===== config.mk =====
export PLATFORM = sky130hd
export DESIGN_NAME = uart_rx_fifo
export DESIGN_NICKNAME = d
export VERILOG_FILES = /design/src/rtl/uart_pkg.sv /design/src/rtl/sync_fifo.sv /design/src/rtl/uart_rx_fifo.sv
export SDC_FILE = /design/constraint.sdc
export NUM_CORES = 1
export LEC_CHECK = 0
export ABC_AREA = 1
export BUFFER_PORTS_ARGS = -buffer_cell sky130_fd_sc_hd__buf_2
export CAP_MARGIN = 20
export CORE_MARGIN = 4
export CORE_UTILIZATION = 40
export CTS_CLUSTER_DIAMETER = 40
export DETAILED_ROUTE_END_ITERATION = 6
export PLACE_DENSITY = 0.61
export SKIP_LAST_GASP = 1
export SLEW_MARGIN = 20
export SYNTH_ARGS = -nofsm -noshare
export SYNTH_HDL_FRONTEND = slang
export SYNTH_SLANG_ARGS = --single-unit

===== constraint.sdc =====
create_clock -name clk -period 2.7 [get_ports clk]
set_input_delay 0.54 -clock clk [delete_from_list [all_inputs] [get_ports clk]]
set_output_delay 0.54 -clock clk [all_outputs]
set_load 0.02 [all_outputs]

===== src/rtl/uart_pkg.sv =====
// Shared UART definitions: data width and receiver FSM state encoding.
package uart_pkg;

    localparam int unsigned DataWidth = 8;
    localparam int unsigned BitIdxW   = $clog2(DataWidth);

    typedef enum logic [1:0] {
        StIdle,
        StStart,
        StData,
        StStop
    } rx_state_e;

endpackage : uart_pkg


===== src/rtl/sync_fifo.sv =====
// Synchronous first-word-fall-through FIFO with extra-MSB pointers.
module sync_fifo #(
    parameter int unsigned WIDTH = 8,
    parameter int unsigned DEPTH = 8
) (
    input  logic             clk,
    input  logic             rst,
    input  logic             wr_en,
    input  logic [WIDTH-1:0] wr_data,
    input  logic             rd_en,
    output logic [WIDTH-1:0] rd_data,
    output logic             empty,
    output logic             full
);

    localparam int unsigned AW = $clog2(DEPTH);

    logic [WIDTH-1:0] mem_q [DEPTH];
    logic [AW:0]      wr_ptr_q, wr_ptr_d;
    logic [AW:0]      rd_ptr_q, rd_ptr_d;
    logic             do_rd, do_wr;

    // Occupancy flags, accept decisions and next pointers; a pop frees a slot for a push.
    always_comb begin
        empty    = (wr_ptr_q == rd_ptr_q);
        full     = (wr_ptr_q[AW] != rd_ptr_q[AW]) && (wr_ptr_q[AW-1:0] == rd_ptr_q[AW-1:0]);
        do_rd    = rd_en && !empty;
        do_wr    = wr_en && (!full || do_rd);
        wr_ptr_d = do_wr ? wr_ptr_q + 1'b1 : wr_ptr_q;
        rd_ptr_d = do_rd ? rd_ptr_q + 1'b1 : rd_ptr_q;
        // Storage is not reset, so mask the head while empty.
        rd_data  = empty ? '0 : mem_q[rd_ptr_q[AW-1:0]];
    end

    // Pointer registers.
    always_ff @(posedge clk or posedge rst) begin
        if (rst) begin
            wr_ptr_q <= '0;
            rd_ptr_q <= '0;
        end else begin
            wr_ptr_q <= wr_ptr_d;
            rd_ptr_q <= rd_ptr_d;
        end
    end

    // Storage write port.
    always_ff @(posedge clk) begin
        if (do_wr) begin
            mem_q[wr_ptr_q[AW-1:0]] <= wr_data;
        end
    end

endmodule : sync_fifo


===== src/rtl/uart_rx_fifo.sv =====
// 8N1 UART receiver with mid-bit sampling feeding a FWFT byte FIFO and sticky error flags.
module uart_rx_fifo
    import uart_pkg::*;
#(
    parameter int unsigned CLKS_PER_BIT = 16,
    parameter int unsigned FIFO_DEPTH   = 8
) (
    input  logic                 clk,
    input  logic                 rst,
    input  logic                 rx,
    input  logic                 rd_en,
    output logic [DataWidth-1:0] rd_data,
    output logic                 empty,
    output logic                 full,
    output logic                 frame_err,
    output logic                 overrun,
    input  logic                 clr_err
);

    localparam logic [15:0] HalfLoad = 16'(CLKS_PER_BIT / 2 - 1);
    localparam logic [15:0] FullLoad = 16'(CLKS_PER_BIT - 1);

    logic [1:0]           sync_q;
    logic [1:0]           settle_q;
    logic                 rx_prev_q;
    logic                 rx_s;
    logic                 fall;

    rx_state_e            state_q;
    logic [15:0]          cnt_q;
    logic [BitIdxW-1:0]   bit_idx_q;
    logic [DataWidth-1:0] shift_q;
    logic                 frame_err_q;
    logic                 overrun_q;

    logic                 cnt_zero;
    logic                 stop_sample;
    logic                 push;
    logic                 stop_bad;
    logic                 drop;

    // Two-flop synchronizer; rx_prev only tracks once the flops hold real line samples, so a
    // line held low across reset release is never mistaken for a start edge.
    always_ff @(posedge clk or posedge rst) begin
        if (rst) begin
            sync_q    <= 2'b11;
            settle_q  <= 2'b00;
            rx_prev_q <= 1'b0;
        end else begin
            sync_q    <= {sync_q[0], rx};
            settle_q  <= {settle_q[0], 1'b1};
            rx_prev_q <= settle_q[1] & sync_q[1];
        end
    end

    // Stop-bit decode and FIFO push/drop decisions, combinational so the byte lands next cycle.
    always_comb begin
        rx_s        = sync_q[1];
        fall        = rx_prev_q && !rx_s;
        cnt_zero    = (cnt_q == 16'd0);
        stop_sample = (state_q == StStop) && cnt_zero;
        push        = stop_sample && rx_s;
        stop_bad    = stop_sample && !rx_s;
        // While full the FIFO is non-empty, so rd_en always means a real pop.
        drop        = push && full && !rd_en;
        frame_err   = frame_err_q;
        overrun     = overrun_q;
    end

    // Receiver FSM with bit timing counter and sticky flags; a set event beats clr_err.
    always_ff @(posedge clk or posedge rst) begin
        if (rst) begin
            state_q     <= StIdle;
            cnt_q       <= 16'd0;
            bit_idx_q   <= '0;
            shift_q     <= '0;
            frame_err_q <= 1'b0;
            overrun_q   <= 1'b0;
        end else begin
            if (stop_bad) begin
                frame_err_q <= 1'b1;
            end else if (clr_err) begin
                frame_err_q <= 1'b0;
            end
            if (drop) begin
                overrun_q <= 1'b1;
            end else if (clr_err) begin
                overrun_q <= 1'b0;
            end

            case (state_q)
                StIdle: begin
                    if (fall) begin
                        cnt_q   <= HalfLoad;
                        state_q <= StStart;
                    end
                end
                StStart: begin
                    if (!cnt_zero) begin
                        cnt_q <= cnt_q - 16'd1;
                    end else if (!rx_s) begin
                        cnt_q     <= FullLoad;
                        bit_idx_q <= '0;
                        state_q   <= StData;
                    end else begin
                        // Line back high at mid start bit: a glitch, not a frame.
                        state_q <= StIdle;
                    end
                end
                StData: begin
                    if (!cnt_zero) begin
                        cnt_q <= cnt_q - 16'd1;
                    end else begin
                        shift_q[bit_idx_q] <= rx_s;
                        bit_idx_q          <= bit_idx_q + 1'b1;
                        cnt_q              <= FullLoad;
                        if (bit_idx_q == BitIdxW'(DataWidth - 1)) begin
                            state_q <= StStop;
                        end
                    end
                end
                StStop: begin
                    if (!cnt_zero) begin
                        cnt_q <= cnt_q - 16'd1;
                    end else begin
                        state_q <= StIdle;
                    end
                end
                default: state_q <= StIdle;
            endcase
        end
    end

    sync_fifo #(
        .WIDTH(DataWidth),
        .DEPTH(FIFO_DEPTH)
    ) u_fifo (
        .clk    (clk),
        .rst    (rst),
        .wr_en  (push),
        .wr_data(shift_q),
        .rd_en  (rd_en),
        .rd_data(rd_data),
        .empty  (empty),
        .full   (full)
    );

endmodule : uart_rx_fifo


* Word-level counts from Yosys, hierarchy flattened
Memories as Yosys holds them, arrays and structs flattened.
Cells that the tools add are included.
** Storage, ports and cells
- Bits in registers :: 44
- Bits in writable memories :: 64
- Logic and storage cells :: 84
- Memories kept :: 1
** Operators by class
- Add/subtract/negate cells :: 4
- $lt $le $gt $ge :: 2
- Equal/unequal tests :: 15
- Mux-type cells :: 26
- Bitwise logic cells :: 1
- Reduce and logical (&&, ||, !) cells :: 24
** Memory list
- u_fifo.mem_q :: words 8, width 8, rd ports 1, clocked after memory_dff 0, write ports 1, line sync_fifo.sv:18 : logic [WIDTH-1:0] mem_q [DEPTH];
** Operators by type and width (count)
- $mux 16 :: 5
- $pmux 16 s4 :: 1
- $logic_not 16->1 :: 1
- $sub 16x1->16 const B :: 1
- $ne 2x2->1 const B :: 7
- $mux 2 :: 6
- $logic_and 1x1->1 :: 10
- $mux 3 :: 3
- $add 4x1->4 const B :: 2
- $bwmux 8 :: 1
- $mux 8 :: 1
- $pmux 2 s4 :: 1
- $mux 1 :: 6
- $pmux 3 s2 :: 1
- $reduce_bool 2->1 :: 3
- $reduce_and 5->1 :: 1
- $eq 2x2->1 const B :: 2
- $eq 4x4->1 :: 1
- $logic_not 1->1 :: 4
- $lt 3x4->1 const B :: 1
- $reduce_and 4->1 :: 1
- $add 3x1->3 const B :: 1
- $demux 1 s3 :: 1
- $eq 3x3->1 :: 1
- 10 further kinds :: 10

* Logic depth before layout (Yosys ltp)
- Word-level depth :: 7
- Depth in mapped cells :: 12
- Gate-level depth less buffers :: 12

* By module
From an unflattened synthesis, not the netlist that was laid out.
** Unflattened totals
- Cell total of the unflattened synthesis :: 564
- Area total of the unflattened synthesis :: 5268.8 um^2
** Modules (own cells, without submodules)
- sync_fifo :: times used 1, cells each 271, area each 3119.2 um^2
- uart_rx_fifo :: times used 1, cells each 293, area each 2149.6 um^2

* Worst setup path after synthesis
OpenSTA, ideal clock, no wires.
- Kind :: register to register
- Start :: register cnt_q[0]
- End :: memory u_fifo.mem_q[1][0] (enable)
- Arrival :: 1.754 ns
- Path slack :: 0.576 ns
- Cell stages (with the launch flop) :: 11
- Path buffers :: 0
- Clock period less this slack :: 2.124 ns
- Cells stage by stage :: dfrtp_1 -> inv_1 -> ha_1 -> inv_1 -> nor2_1 -> nand2_2 -> nor2_8 -> nand3_4 -> nor2_8 -> nand3_2 -> nor2_1
** Between the ends
- Cells in the longest elaborated chain, start to end :: 6
** Ends and longest elaborated chain
- start: declaration :: line uart_rx_fifo.sv:30 : logic [15:0] cnt_q;
- start signal: assignment :: line uart_rx_fifo.sv:94 : cnt_q <= HalfLoad;
- start signal: assignment :: line uart_rx_fifo.sv:100 : cnt_q <= cnt_q - 16'd1;
- start signal: assignment :: line uart_rx_fifo.sv:102 : cnt_q <= FullLoad;
- $logic_not 16->1 :: line uart_rx_fifo.sv:60 : cnt_zero = (cnt_q == 16'd0);
- $logic_and 1x1->1 :: line uart_rx_fifo.sv:61 : stop_sample = (state_q == StStop) && cnt_zero;
- $logic_and 1x1->1 :: line uart_rx_fifo.sv:62 : push = stop_sample && rx_s;
- $logic_and 1x1->1 :: line sync_fifo.sv:28 : do_wr = wr_en && (!full || do_rd);
- $mux 1 :: line sync_fifo.sv:48 : if (do_wr) begin
- $mux 1 (not written as such) :: line sync_fifo.sv:49 : mem_q[wr_ptr_q[AW-1:0]] <= wr_data;
- end: declaration :: line sync_fifo.sv:18
No other way between the ends.

* Worst setup path in the final report
- Start :: register u_fifo.rd_ptr_q[0]
- End :: output port rd_data[3]
** Between the ends
- Cells in the longest elaborated chain, start to end :: 2
- Elaborated cells on any way between the ends :: 3
- Those cells by class :: eq/ne (1); mux (1); memory (1)
** Ends and longest elaborated chain
- start: declaration :: line sync_fifo.sv:20 : logic [AW:0] rd_ptr_q, rd_ptr_d;
- start signal: assignment :: line sync_fifo.sv:42 : rd_ptr_q <= rd_ptr_d;
- $mem_v2 8x8 / $eq 4x4->1 (equally long branches)
- $mux 8 (*) :: line sync_fifo.sv:32 : rd_data = empty ? '0 : mem_q[rd_ptr_q[AW-1:0]];
- end: declaration :: line uart_rx_fifo.sv:12 : output logic [DataWidth-1:0] rd_data,
Mark *: on every way between the ends. The rest lies on a longest branch, timed or not.

==> impl_metrics.prom <==
# TYPE chip_impl_metric gauge
chip_impl_metric{name="route.antenna.remaining_nets",unit=""} 0
chip_impl_metric{name="core.rowCount",unit=""} 41
chip_impl_info{name="critical_path.endpoint_type",value="primary output"} 1
chip_impl_metric{name="layout-drive-gt1-share",unit="%"} 13.13
chip_impl_metric{name="finalPower",unit="mW"} 6.341
chip_impl_metric{name="antenna-diode-count",unit=""} 0
chip_impl_metric{name="dr.first_iter.drc_count",unit=""} 240
chip_impl_metric{name="design.portCount",unit=""} 17
chip_impl_metric{name="cts_sinks",unit=""} 108
chip_impl_metric{name="clk-insertion-delay-late",unit="ns"} 0.35
chip_impl_metric{name="floorplan.die.height",unit="um"} 122.7
chip_impl_metric{name="power.ir.vdd_worst",unit="mV"} 0.3659
chip_impl_metric{name="worst_setup_hold_path_clk_slew",unit="ns"} 0.08
chip_impl_metric{name="die_area",unit="um^2"} 15050
chip_impl_metric{name="timing_worst_slew_pin_value",unit="ns"} 0.7647
chip_impl_metric{name="worst-r2r-setup-slack",unit="ns"} 0.44
chip_impl_metric{name="drt-total-wl",unit="mm"} 10.55
chip_impl_metric{name="final-setup-viol-count",unit=""} 0
chip_impl_metric{name="worst_ep_required_time",unit="ns"} 2.16
chip_impl_metric{name="drv_cap",unit=""} 0
chip_impl_metric{name="clock_tree.buffer_depth",unit=""} 2
chip_impl_metric{name="critPathArrivalTime",unit="ns"} 1.97
chip_impl_info{name="critPathLaunchType",value="register"} 1
chip_impl_info{name="clock_tree.root_cell",value="sky130_fd_sc_hd__clkbuf_16"} 1
chip_impl_metric{name="finClkSkew",unit="ns"} 0.008208
chip_impl_metric{name="post_synth_and_or_nand_nor_area_fraction",unit="%"} 24.14
chip_impl_metric{name="yosys.area_share.xor_xnor",unit="%"} 2.663
chip_impl_metric{name="power.static_leakage",unit="nW"} 2.502
chip_impl_metric{name="worst_slack",unit="ns"} 0.1866
chip_impl_metric{name="groute.usage.overall",unit="%"} 15.14
chip_impl_metric{name="grt_max_degree",unit=""} 45
chip_impl_metric{name="die_x",unit="um"} 122.7
chip_impl_metric{name="fin_tns_setup",unit="ns"} 0
chip_impl_metric{name="cts.htree.levels",unit=""} 3
chip_impl_info{name="worst_hold_path_type",value="input pin to register"} 1
chip_impl_metric{name="postSynthCellCount",unit=""} 547
chip_impl_metric{name="core",unit="um^2"} 12770
chip_impl_metric{name="synth_compound_gate_area_share",unit="%"} 6.587
chip_impl_metric{name="syn-num-nets",unit=""} 563
chip_impl_info{name="synth_top_family_by_area",value="simple AND/OR/NAND/NOR gates"} 1
chip_impl_metric{name="place.gp.congestion",unit=""} 0.8903
chip_impl_metric{name="synth.yosys.warnings",unit=""} 0
chip_impl_metric{name="yosysTopAreaCellShare",unit="%"} 36.53
chip_impl_metric{name="drt_pre_antenna_iters",unit=""} 6
chip_impl_metric{name="hold_violations",unit=""} 0
chip_impl_info{name="cts_tree",value="yes"} 1
chip_impl_info{name="crit-reg2reg-capture",value="u_fifo.mem_q[6][4]"} 1
chip_impl_metric{name="synth.avg_cell_area",unit="um^2"} 9.618
chip_impl_metric{name="hpwlAfterDp",unit="mm"} 7.459
chip_impl_metric{name="buffer_ports.inserted",unit=""} 16
chip_impl_info{name="status",value="finished, final reports clean"} 1
chip_impl_info{name="hold_end",value="sync_q[0]"} 1
chip_impl_metric{name="nNetsFinal",unit=""} 582
chip_impl_metric{name="ctsHoldBuffers",unit=""} 0
chip_impl_info{name="timing.critical_path.from",value="u_fifo.rd_ptr_q[0]"} 1
chip_impl_metric{name="finalWorstPathRequiredPeriod",unit="ns"} 2.513
chip_impl_metric{name="fmax",unit="MHz"} 397.9
chip_impl_metric{name="report.final.slew_viol_count",unit=""} 0
chip_impl_metric{name="area_growth",unit="%"} 10.89
chip_impl_metric{name="starting_density_of_the_core",unit="%"} 41.19
chip_impl_metric{name="grt_overflow_total",unit=""} 0
chip_impl_metric{name="drcViolationCount",unit=""} 0
chip_impl_info{name="synth.largest_area_cell",value="sky130_fd_sc_hd__edfxtp_1"} 1
chip_impl_metric{name="fin_util",unit="%"} 45.68
chip_impl_metric{name="worst_hold_path.num_cells",unit=""} 1
chip_impl_info{name="rsz0062_at_grt",value="no"} 1
chip_impl_info{name="criticalPathCategory",value="register to primary output"} 1
chip_impl_metric{name="viasPerCell",unit=""} 4.926
chip_impl_metric{name="synthMuxAreaShare",unit="%"} 1.522
chip_impl_metric{name="power.density",unit="nW/um^2"} 1087
chip_impl_metric{name="synth-adder-area-share",unit="%"} 2.616
chip_impl_metric{name="drt-wirelength-per-cell",unit="um"} 14.20
chip_impl_metric{name="post-route-period-util",unit="%"} 93.09
chip_impl_metric{name="ctsResizeCount",unit=""} 0
chip_impl_metric{name="via_count",unit=""} 3660
chip_impl_info{name="hp-start",value="rx"} 1
chip_impl_metric{name="synth_area",unit="um^2"} 5261
chip_impl_metric{name="numCtsBuffers",unit=""} 9
chip_impl_metric{name="fillCellCount",unit=""} 1201
chip_impl_info{name="mostFrequentLayoutCells",value="sky130_fd_sc_hd__nand2_1 (117), sky130_fd_sc_hd__nor2_1 (83), sky130_fd_sc_hd__edfxtp_1 (64)"} 1
chip_impl_info{name="layout.cells.most_common",value="sky130_fd_sc_hd__nand2_1"} 1
chip_impl_metric{name="register_bit_total_from_synthesis",unit=""} 108
chip_impl_metric{name="dp_worst_setup_slack",unit="ns"} 0.4422
chip_impl_metric{name="antenna_found_initial",unit=""} 0
chip_impl_metric{name="synth.lib_cells_used.distinct",unit=""} 34
chip_impl_metric{name="seq_area_frac_synth",unit="%"} 57.50
chip_impl_metric{name="grt_first_pass_wirelength",unit="mm"} 17.62
chip_impl_info{name="synthTopCellsByArea",value="sky130_fd_sc_hd__edfxtp_1 (37%), sky130_fd_sc_hd__dfrtp_1 (20%), sky130_fd_sc_hd__nand2_1 (8.3%)"} 1
chip_impl_metric{name="postCtsSetupRepairBufs",unit=""} 0
chip_impl_metric{name="grt_pass1_vias",unit=""} 3457
chip_impl_metric{name="timing.critical_path.fanout_max",unit=""} 35
chip_impl_metric{name="worst_slew_margin_rel",unit="%"} 48.96
chip_impl_info{name="timing.rr.start",value="cnt_q[0]"} 1
chip_impl_metric{name="rr_worst_depth",unit=""} 10
critical path, stage by stage (launching register included):
cell,delay [ns]
sky130_fd_sc_hd__dfrtp_1,0.39
sky130_fd_sc_hd__buf_4,0.37
sky130_fd_sc_hd__xnor2_1,0.21
sky130_fd_sc_hd__nand3_2,0.24
sky130_fd_sc_hd__o21ai_0,0.17
sky130_fd_sc_hd__nor2_1,0.08
sky130_fd_sc_hd__buf_2,0.16
routing by layer:
metal | global-route usage [%] | routed length, um
met5 | 0 | 0
met1 | 20.75 | 4968
met2 | 24.09 | 5067
met3 | 2.396 | 335
met4 | 6.088 | 177
cells in the mapped netlist:
cell type / number
sky130_fd_sc_hd__o22ai_1: 9
sky130_fd_sc_hd__dfstp_2: 2
sky130_fd_sc_hd__mux2i_1: 8
sky130_fd_sc_hd__nand3b_4: 1
sky130_fd_sc_hd__nand3_1: 37
sky130_fd_sc_hd__nand2_1: 117
sky130_fd_sc_hd__o31ai_1: 3
sky130_fd_sc_hd__nand4_1: 7
sky130_fd_sc_hd__o21ai_1: 2
sky130_fd_sc_hd__ha_1: 11
sky130_fd_sc_hd__and2_1: 1
sky130_fd_sc_hd__clkbuf_1: 6
sky130_fd_sc_hd__dfrtp_1: 42
sky130_fd_sc_hd__o21ai_0: 50
sky130_fd_sc_hd__buf_6: 1
sky130_fd_sc_hd__inv_1: 45
sky130_fd_sc_hd__nor2_1: 83
sky130_fd_sc_hd__nand3_4: 2
sky130_fd_sc_hd__nand2_4: 1
sky130_fd_sc_hd__or2_2: 1
sky130_fd_sc_hd__xor2_1: 6
sky130_fd_sc_hd__conb_1: 1
sky130_fd_sc_hd__nand3_2: 3
sky130_fd_sc_hd__nor2_2: 9
sky130_fd_sc_hd__edfxtp_1: 64
sky130_fd_sc_hd__o211ai_1: 1
sky130_fd_sc_hd__buf_2: 9
sky130_fd_sc_hd__nand2_2: 7
sky130_fd_sc_hd__inv_2: 1
sky130_fd_sc_hd__xnor2_1: 10
sky130_fd_sc_hd__nor3_1: 2
sky130_fd_sc_hd__nor2_4: 1
sky130_fd_sc_hd__nor2_8: 3
sky130_fd_sc_hd__inv_4: 1
area by class of cell:
cell class / instances / area [um^2] / area share (%)
multi-input cells: 376 / 1978 / 33.91
clock inverters: 7 / 65.06 / 1.115
inverters: 47 / 183.9 / 3.152
clock buffers: 9 / 225.2 / 3.860
flip-flops and latches: 108 / 3027 / 51.88
well taps: 172 / 215.2 / 3.689
repair buffers: 24 / 140.1 / 2.402
sequential cells by signal (all words and copies together), names as in the netlist, 2 cells and up, named ones only:
signal	flops
u_fifo.mem_q	64
cnt_q	16
shift_q	8
u_fifo.rd_ptr_q	4
u_fifo.wr_ptr_q	4
bit_idx_q	3
settle_q	2
sync_q	2
cell families (layout without fill, tap and decap cells):
logic type               Yosys count  in the layout
AO/OA/AOI/OAI                     65             65
adder cells (fa/ha/maj)           11             11
AND/OR/NAND/NOR                  275            275
XOR/XNOR                          16             16
buffers and inverters             63             87
multiplexers                       8              8
other                              1              1
flip-flops                       108            108
how the worst max path moves through the flow:
stage                                    end  slack, ns  cells after the start
after floorplan           u_fifo.mem_q[1][0]       0.58                     10
after global placement            rd_data[4]       0.50                      7
after detailed placement  u_fifo.mem_q[6][4]       0.44                     10
after CTS                         rd_data[2]       0.06                      6
after global routing              rd_data[6]       0.02                      7
final                             rd_data[3]       0.19                      6
through the flow:
stage               hold slack, ns  instance area [um^2]  std cells
detailed placement          0.3364                  5538        727
CTS                         0.2691                  5828        743
global placement            0.3328                  5538        727
finish                      0.2800                  5834        743
floorplan                   0.3312                  5261        547
global route                0.2719                  5834        743
power breakdown:
part | leakage [nW] | total [mW] | internal, mW | switching (mW)
sequential | 1.14 | 2.25 | 1.96 | 0.287
combinational | 1.22 | 2.79 | 0.939 | 1.85
clock | 0.146 | 1.30 | 0.653 | 0.646
(Power assumes the default switching activity.)
